[src/rtl/tm1638_pkg.sv]
// Shared TM1638 command-field constants and responder FSM encoding.
// Pure declarations: no logic, no latency.
package tm1638_pkg;

  localparam logic [1:0] CMD_DATA = 2'b01;
  localparam logic [1:0] CMD_DISP = 2'b10;
  localparam logic [1:0] CMD_ADDR = 2'b11;

  localparam int CMD_TYPE_MSB   = 7;
  localparam int CMD_TYPE_LSB   = 6;
  localparam int DATA_FIXED_BIT = 2;
  localparam int DATA_READ_BIT  = 1;
  localparam int DISP_ON_BIT    = 3;

  typedef enum logic [1:0] {
    IDLE    = 2'd0,
    CMD     = 2'd1,
    WR_DATA = 2'd2,
    KEY_RD  = 2'd3
  } state_t;

  function automatic logic [1:0] cmd_type(input logic [7:0] b);
    return b[CMD_TYPE_MSB:CMD_TYPE_LSB];
  endfunction

endpackage

[src/rtl/tm1638_sync_edge.sv]
// Multi-stage synchronizer for one asynchronous pin with rise/fall pulses.
// Latency STAGES clk to lvl, edge pulses one cycle wide; no backpressure.
module tm1638_sync_edge #(
  parameter int   STAGES  = 2,
  parameter logic RST_VAL = 1'b0
) (
  input  logic clk,
  input  logic reset,
  input  logic din,
  output logic lvl,
  output logic rise,
  output logic fall
);

  logic [STAGES-1:0] sr;
  logic              lvl_q;

  always_ff @(posedge clk) begin
    if (reset) begin
      sr    <= {STAGES{RST_VAL}};
      lvl_q <= RST_VAL;
    end else begin
      sr    <= {sr[STAGES-2:0], din};
      lvl_q <= sr[STAGES-1];
    end
  end

  assign lvl  = sr[STAGES-1];
  assign rise = lvl & ~lvl_q;
  assign fall = ~lvl & lvl_q;

endmodule

[src/rtl/tm1638_responder.sv]
// TM1638 peripheral responder: command decode, 16-byte display RAM, key read-back
// (key read only with TM1638_RESPONDER_KEYREAD_EN); writes pulse 1 clk after the 8th bit edge.
module tm1638_responder
  import tm1638_pkg::*;
#(
  parameter int         SYNC_STAGES  = 2,
  parameter logic [2:0] RESET_BRIGHT = 3'd0
) (
  input  logic        clk,
  input  logic        reset,
  input  logic        stb_i,
  input  logic        sclk_i,
  input  logic        dio_i,
  output logic        dio_o,
  output logic        dio_oe_o,
  input  logic [31:0] keys_i,
  input  logic [3:0]  rd_addr_i,
  output logic [7:0]  rd_data_o,
  output logic        wr_stb_o,
  output logic [3:0]  wr_addr_o,
  output logic [7:0]  wr_data_o,
  output logic        disp_on_o,
  output logic [2:0]  brightness_o,
  output logic        frame_err_o
);

  logic stb_lvl_unused, stb_rise, stb_fall;
  logic sclk_lvl_unused, sclk_rise, sclk_fall;
  logic dio_lvl, dio_rise_unused, dio_fall_unused;

  // stb resets low so a strobe already low when reset releases yields no falling edge.
  tm1638_sync_edge #(.STAGES(SYNC_STAGES), .RST_VAL(1'b0)) u_sync_stb (
    .clk(clk), .reset(reset), .din(stb_i),
    .lvl(stb_lvl_unused), .rise(stb_rise), .fall(stb_fall)
  );
  tm1638_sync_edge #(.STAGES(SYNC_STAGES), .RST_VAL(1'b1)) u_sync_sclk (
    .clk(clk), .reset(reset), .din(sclk_i),
    .lvl(sclk_lvl_unused), .rise(sclk_rise), .fall(sclk_fall)
  );
  tm1638_sync_edge #(.STAGES(SYNC_STAGES), .RST_VAL(1'b0)) u_sync_dio (
    .clk(clk), .reset(reset), .din(dio_i),
    .lvl(dio_lvl), .rise(dio_rise_unused), .fall(dio_fall_unused)
  );

  state_t      state, state_nxt;
  logic [2:0]  bit_cnt;
  logic [7:0]  shreg;
  logic [3:0]  ptr;
  logic        fixed_mode;
  logic [7:0]  ram [16];
  logic        rx_active, bit_en, byte_done, ram_we;
  logic [7:0]  rx_byte;

  // IDLE doubles as the wait-for-strobe-high state: it ignores sclk edges.
  assign rx_active = (state == CMD) || (state == WR_DATA);
  assign bit_en    = rx_active && sclk_rise;
  assign byte_done = bit_en && (bit_cnt == 3'd7);
  assign rx_byte   = {dio_lvl, shreg[7:1]};
  assign ram_we    = byte_done && (state == WR_DATA);

  always_comb begin
    state_nxt = state;
    case (state)
      IDLE: if (stb_fall) state_nxt = CMD;
      CMD: begin
        if (byte_done) begin
          case (cmd_type(rx_byte))
            CMD_DATA: begin
              if (!rx_byte[DATA_READ_BIT]) state_nxt = WR_DATA;
`ifdef TM1638_RESPONDER_KEYREAD_EN
              else                         state_nxt = KEY_RD;
`else
              else                         state_nxt = IDLE;
`endif
            end
            CMD_ADDR: state_nxt = WR_DATA;
            default:  state_nxt = IDLE;
          endcase
        end
      end
      default: state_nxt = state;
    endcase
    // A byte completing together with the strobe rise is still taken above.
    if (stb_rise) state_nxt = IDLE;
  end

  always_ff @(posedge clk) begin
    if (reset) begin
      state        <= IDLE;
      bit_cnt      <= 3'd0;
      shreg        <= 8'h00;
      ptr          <= 4'd0;
      fixed_mode   <= 1'b0;
      wr_stb_o     <= 1'b0;
      wr_addr_o    <= 4'd0;
      wr_data_o    <= 8'h00;
      frame_err_o  <= 1'b0;
      disp_on_o    <= 1'b0;
      brightness_o <= RESET_BRIGHT;
    end else begin
      state       <= state_nxt;
      wr_stb_o    <= ram_we;
      frame_err_o <= stb_rise && rx_active && (bit_cnt != 3'd0) && !byte_done;
      if (stb_fall) begin
        bit_cnt <= 3'd0;
      end else if (bit_en) begin
        bit_cnt <= bit_cnt + 3'd1;
        shreg   <= rx_byte;
      end
      if (byte_done && state == CMD) begin
        case (cmd_type(rx_byte))
          CMD_DATA: fixed_mode <= rx_byte[DATA_FIXED_BIT];
          CMD_DISP: begin
            disp_on_o    <= rx_byte[DISP_ON_BIT];
            brightness_o <= rx_byte[2:0];
          end
          CMD_ADDR: ptr <= rx_byte[3:0];
          default: ;
        endcase
      end
      if (ram_we) begin
        wr_addr_o <= ptr;
        wr_data_o <= rx_byte;
        if (!fixed_mode) ptr <= ptr + 4'd1;
      end
    end
  end

  always_ff @(posedge clk) begin
    if (reset) begin
      for (int i = 0; i < 16; i++) ram[i] <= 8'h00;
      rd_data_o <= 8'h00;
    end else begin
      if (ram_we) ram[ptr] <= rx_byte;
      rd_data_o <= ram[rd_addr_i];
    end
  end

`ifdef TM1638_RESPONDER_KEYREAD_EN
  logic [31:0] key_snap;
  logic [5:0]  key_idx;

  always_ff @(posedge clk) begin
    if (reset) begin
      key_snap <= 32'h0;
      key_idx  <= 6'd0;
      dio_o    <= 1'b0;
      dio_oe_o <= 1'b0;
    end else begin
      if (state == CMD && state_nxt == KEY_RD) begin
        key_snap <= keys_i;
        key_idx  <= 6'd0;
      end
      if (state != KEY_RD || stb_rise) begin
        dio_oe_o <= 1'b0;
        dio_o    <= 1'b0;
      end else if (sclk_fall) begin
        dio_oe_o <= 1'b1;
        dio_o    <= key_idx[5] ? 1'b0 : key_snap[key_idx[4:0]];
        if (!key_idx[5]) key_idx <= key_idx + 6'd1;
      end
    end
  end
`else
  logic unused_inputs;
  assign unused_inputs = ^{keys_i, sclk_fall};
  assign dio_o    = 1'b0;
  assign dio_oe_o = 1'b0;
`endif

endmodule
[config.mk]
export PLATFORM = sky130hd
export DESIGN_NAME = tm1638_responder
export DESIGN_NICKNAME = d
export VERILOG_FILES = /design/src/rtl/tm1638_pkg.sv /design/src/rtl/tm1638_sync_edge.sv /design/src/rtl/tm1638_responder.sv
export SDC_FILE = /design/constraint.sdc
export NUM_CORES = 1
export LEC_CHECK = 0
export BUFFER_PORTS_ARGS = -buffer_cell sky130_fd_sc_hd__buf_2
export CORE_MARGIN = 1
export CORE_UTILIZATION = 55
export DETAILED_ROUTE_END_ITERATION = 10
export PLACE_DENSITY_LB_ADDON = 0.12
export SYNTH_ARGS = -nofsm -noshare
export SYNTH_HDL_FRONTEND = slang
export SYNTH_SLANG_ARGS = --single-unit
[constraint.sdc]
create_clock -name clk -period 2.76 [get_ports clk]
set_input_delay 0.828 -clock clk [delete_from_list [all_inputs] [get_ports clk]]
set_output_delay 0.828 -clock clk [all_outputs]
set_load 0.01 [all_outputs]
==> metrics.csv <==
stage,metric,value,unit
place,post-dp-hpwl,11.1,mm
global_route,antenna_found_initial,0,
timing,setup_viol,0,
cells_and_area,drive_gt1_share,20.6,%
clock_tree,clk_path_buf_depth,2,
detailed_routing,drt-wirelength-per-cell,20.3,µm
setup_path,crit_slowest_cell,nor3_4,
setup_path,endpoint_kind,flip-flop,
setup_path,critPathLaunchType,flip-flop,
setup_path,path_buf_inv,0,
outcome,outcome,finished clean,
timing,worst_pin_slew,0.911,ns
synthesis,synthArstFlopShare,0,%
global_route,grtUsageTotal,24.3,%
cells_and_area,final_cells,835,
timing,fmax,0.421,GHz
setup_path,crit_required,2.88,ns
clock_tree,cts_max_level,4,
synthesis,synth-seq-cells,179,
timing,finalHoldViolCount,0,
timing,min_period,2.37,ns
detailed_routing,drc,0,
setup_path,path_cells,ha_1 -> ha_1 -> nand3b_2 -> nor3_4 -> and4_1 -> or2_2,
clock_tree,cts_resized,0,
global_route,grt_overflow_total,0,
clock_tree,cts-hold-fix-buffers,0,
cells_and_area,fillers,1121,
timing,relSlewSlack,39.2,%
cells_and_area,regArea,0.00486,mm²
setup_path,arrival,2.49,ns
synthesis,yosys_warnings,0,
floorplan,row_count,44,
clock_tree,cts.sinks,179,
setup_path,crit_type,flip-flop to flip-flop,
setup_path,critPathMaxFanout,17,
place,portBuffers,34,
timing,rsz0062_at_grt,no,
synthesis,synth_edf_count,128,
global_route,grt_pass1_vias,4717,
place,place_inst,804,
synthesis,syn_area,0.00815,mm²
floorplan,die_h,124,µm
timing,whs,0.427,ns
cells_and_area,nets,690,
floorplan,initial_core_util,56.3,%
clock_tree,clkTransAtPathRegs,0.06,ns
synthesis,ys_types,50,
cells_and_area,antenna_cells,0,
timing,fin_skew,0.00808,ns
place,gp_congestion,0.776,
floorplan,die-width,124,µm
job,cap_violations,0,
detailed_routing,num_vias,4725,
detailed_routing,drt-initial-drc-count,381,
timing,period_share,86.0,%
setup_path,slowest_delay,0.46,ns
timing,slew_viol_final,0,
clock_tree,cts_setup_buffers,0,
clock_tree,clk_latency,0.42,ns
synthesis,synthFlopType,edfxtp_1,
clock_tree,root_buffer,clkbuf_16,
floorplan,core,0.0145,mm²
detailed_routing,totalWireLength,16.9,mm
global_route,grt_pass1_wl,26.5,mm
global_route,grt_max_degree,59,
floorplan,ioPinCount,69,
synthesis,syn_avg_cell_area,13.1,µm²
detailed_routing,post_drt_via_cell_ratio,5.66,
power,power.density,618,mW/mm²
hold_path,hold_class,flip-flop to flip-flop,
clock_tree,cts_buffers,17,
synthesis,ys_seq_area_share,59.7,%
floorplan,die-area,0.0153,mm²
detailed_routing,drtPass1Iterations,5,
cells_and_area,area_growth_syn_to_layout,9.71,%
cells_and_area,multi_input_area,0.00293,mm²
synthesis,synthCells,621,
detailed_routing,postRouteAntennaNets,0,
timing,tns,0,ns
setup_path,cp_common_cell,ha_1,
power,vdd_ir_drop_max,0.422,mV
power,power_leakage,3.48,nW
setup_path,critPathTopFamily,simple AND/OR/NAND/NOR gates,
clock_tree,tritoncts,done,
[cell families (layout without fill, tap and decap cells)]
logic type                 after synthesis  after routing  share of synthesized area [%]
DFF                                    179            179                           59.7
xor gates and xnor gates                 1              1                          0.108
adders and majority gates               10             10                           1.54
buffers and inverters                   68             97                           4.41
other                                    1              2                         0.0460
muxes                                   58             58                           11.9
and+or+nand+nor                        258            258                           18.7
AOI/OAI and AO/OA                       46             46                           3.64
[cells in the final DEF, fill, tap and decap left out, types with 14 or more instances in the layout]
| master | Yosys | final |
|---|---|---|
| and2_1 | 128 | 128 |
| edfxtp_1 | 128 | 128 |
| dfxtp_1 | 51 | 51 |
| buf_2 | 17 | 34 |
| nand2_1 | 33 | 33 |
| mux2i_1 | 29 | 29 |
| mux4_2 | 23 | 23 |
| or2_2 | 22 | 22 |
| buf_4 | 4 | 22 |
| a21oi_1 | 18 | 18 |
| nor2_1 | 17 | 17 |
| clkbuf_16 | 0 | 17 |
| and3_1 | 14 | 14 |
[Yosys cell counts (5+ instances only)]
library cell,number,area share [%]
and3_1,14,1.1
a21oi_1,18,1.1
mux4_1,6,1.9
ha_1,10,1.5
mux2i_1,29,3.6
nor2_1,17,0.78
o22ai_1,7,0.54
clkbuf_1,28,1.3
or2_2,22,1.7
and2_1,128,9.8
inv_1,10,0.46
buf_2,17,1.0
nand3_1,6,0.37
nand2_1,33,1.5
dfxtp_1,51,13
nor3_1,5,0.31
edfxtp_1,128,47
nor2b_1,13,1.0
mux4_2,23,6.4
[final cells by class]
type                            count  share of cell area [%]
Timing Repair Buffer               56                    3.75
Clock buffer                       25                    5.43
Multi-Input combinational cell    375                    32.7
Clock inverter                      6                   0.644
Tap cell                          184                    2.58
Inverter                           10                   0.420
Sequential cell                   179                    54.4
[worst paths after layout]
kind                startpoint                 to  slack (ns)  depth (start not counted)
max                 bit_cnt[1]         ram[14][1]        0.39                          6
min          u_sync_sclk.sr[0]  u_sync_sclk.sr[1]        0.43                          1
max reg2reg         bit_cnt[1]         ram[14][1]        0.39                          6
min reg2reg  u_sync_sclk.sr[0]  u_sync_sclk.sr[1]        0.43                          1
[metal layers]
metal / share of wire, % / global-route usage (%) / wire length [µm] / vias to the layer above
li1: - / - / - / 2228
met1: 45 / 33.1 / 7650 / 2353
met2: 48 / 38.9 / 8150 / 120
met3: 4.9 / 5.08 / 821 / 24
met4: 1.7 / 7.98 / 294 / 0
met5: 0 / 0 / 0 / -
[flip-flops by register name, summed over array words and instances (netlist names), 3 cells and up]
signal	cells
shreg	7
ptr	4
wr_data_o	8
bit_cnt	3
rd_data_o	8
ram	128
wr_addr_o	4
brightness_o	3
[stage by stage]
stage	total power (W)	util (%)	instance area, µm²	setup slack (ns)
2_1_floorplan	0.00323	-	8150	0.604
3_5_place_dp	0.00332	58.0	8390	0.180
6_report	0.00552	61.7	8940	0.385
4_1_cts	0.00555	61.7	8940	0.390
3_3_place_gp	0.00331	58.0	8390	0.225
5_1_grt	0.00567	61.7	8940	0.176
[power by group]
group / leakage, nW / switching [W] / internal [W]
combinational: 1.48 / 0.000160 / 0.000123
sequential: 1.74 / 0.0000279 / 0.00295
clock: 0.267 / 0.000959 / 0.00130
total: 3.48 / 0.00115 / 0.00438
[worst reg2reg max path, delay by kind of cell, from the launching register on]
kind                       cells  cell delay, ns
adders and majority gates      2            0.37
and+or+nand+nor                4            1.34
DFF                            1            0.37
Note: power is estimated with default switching activity, not from simulation.
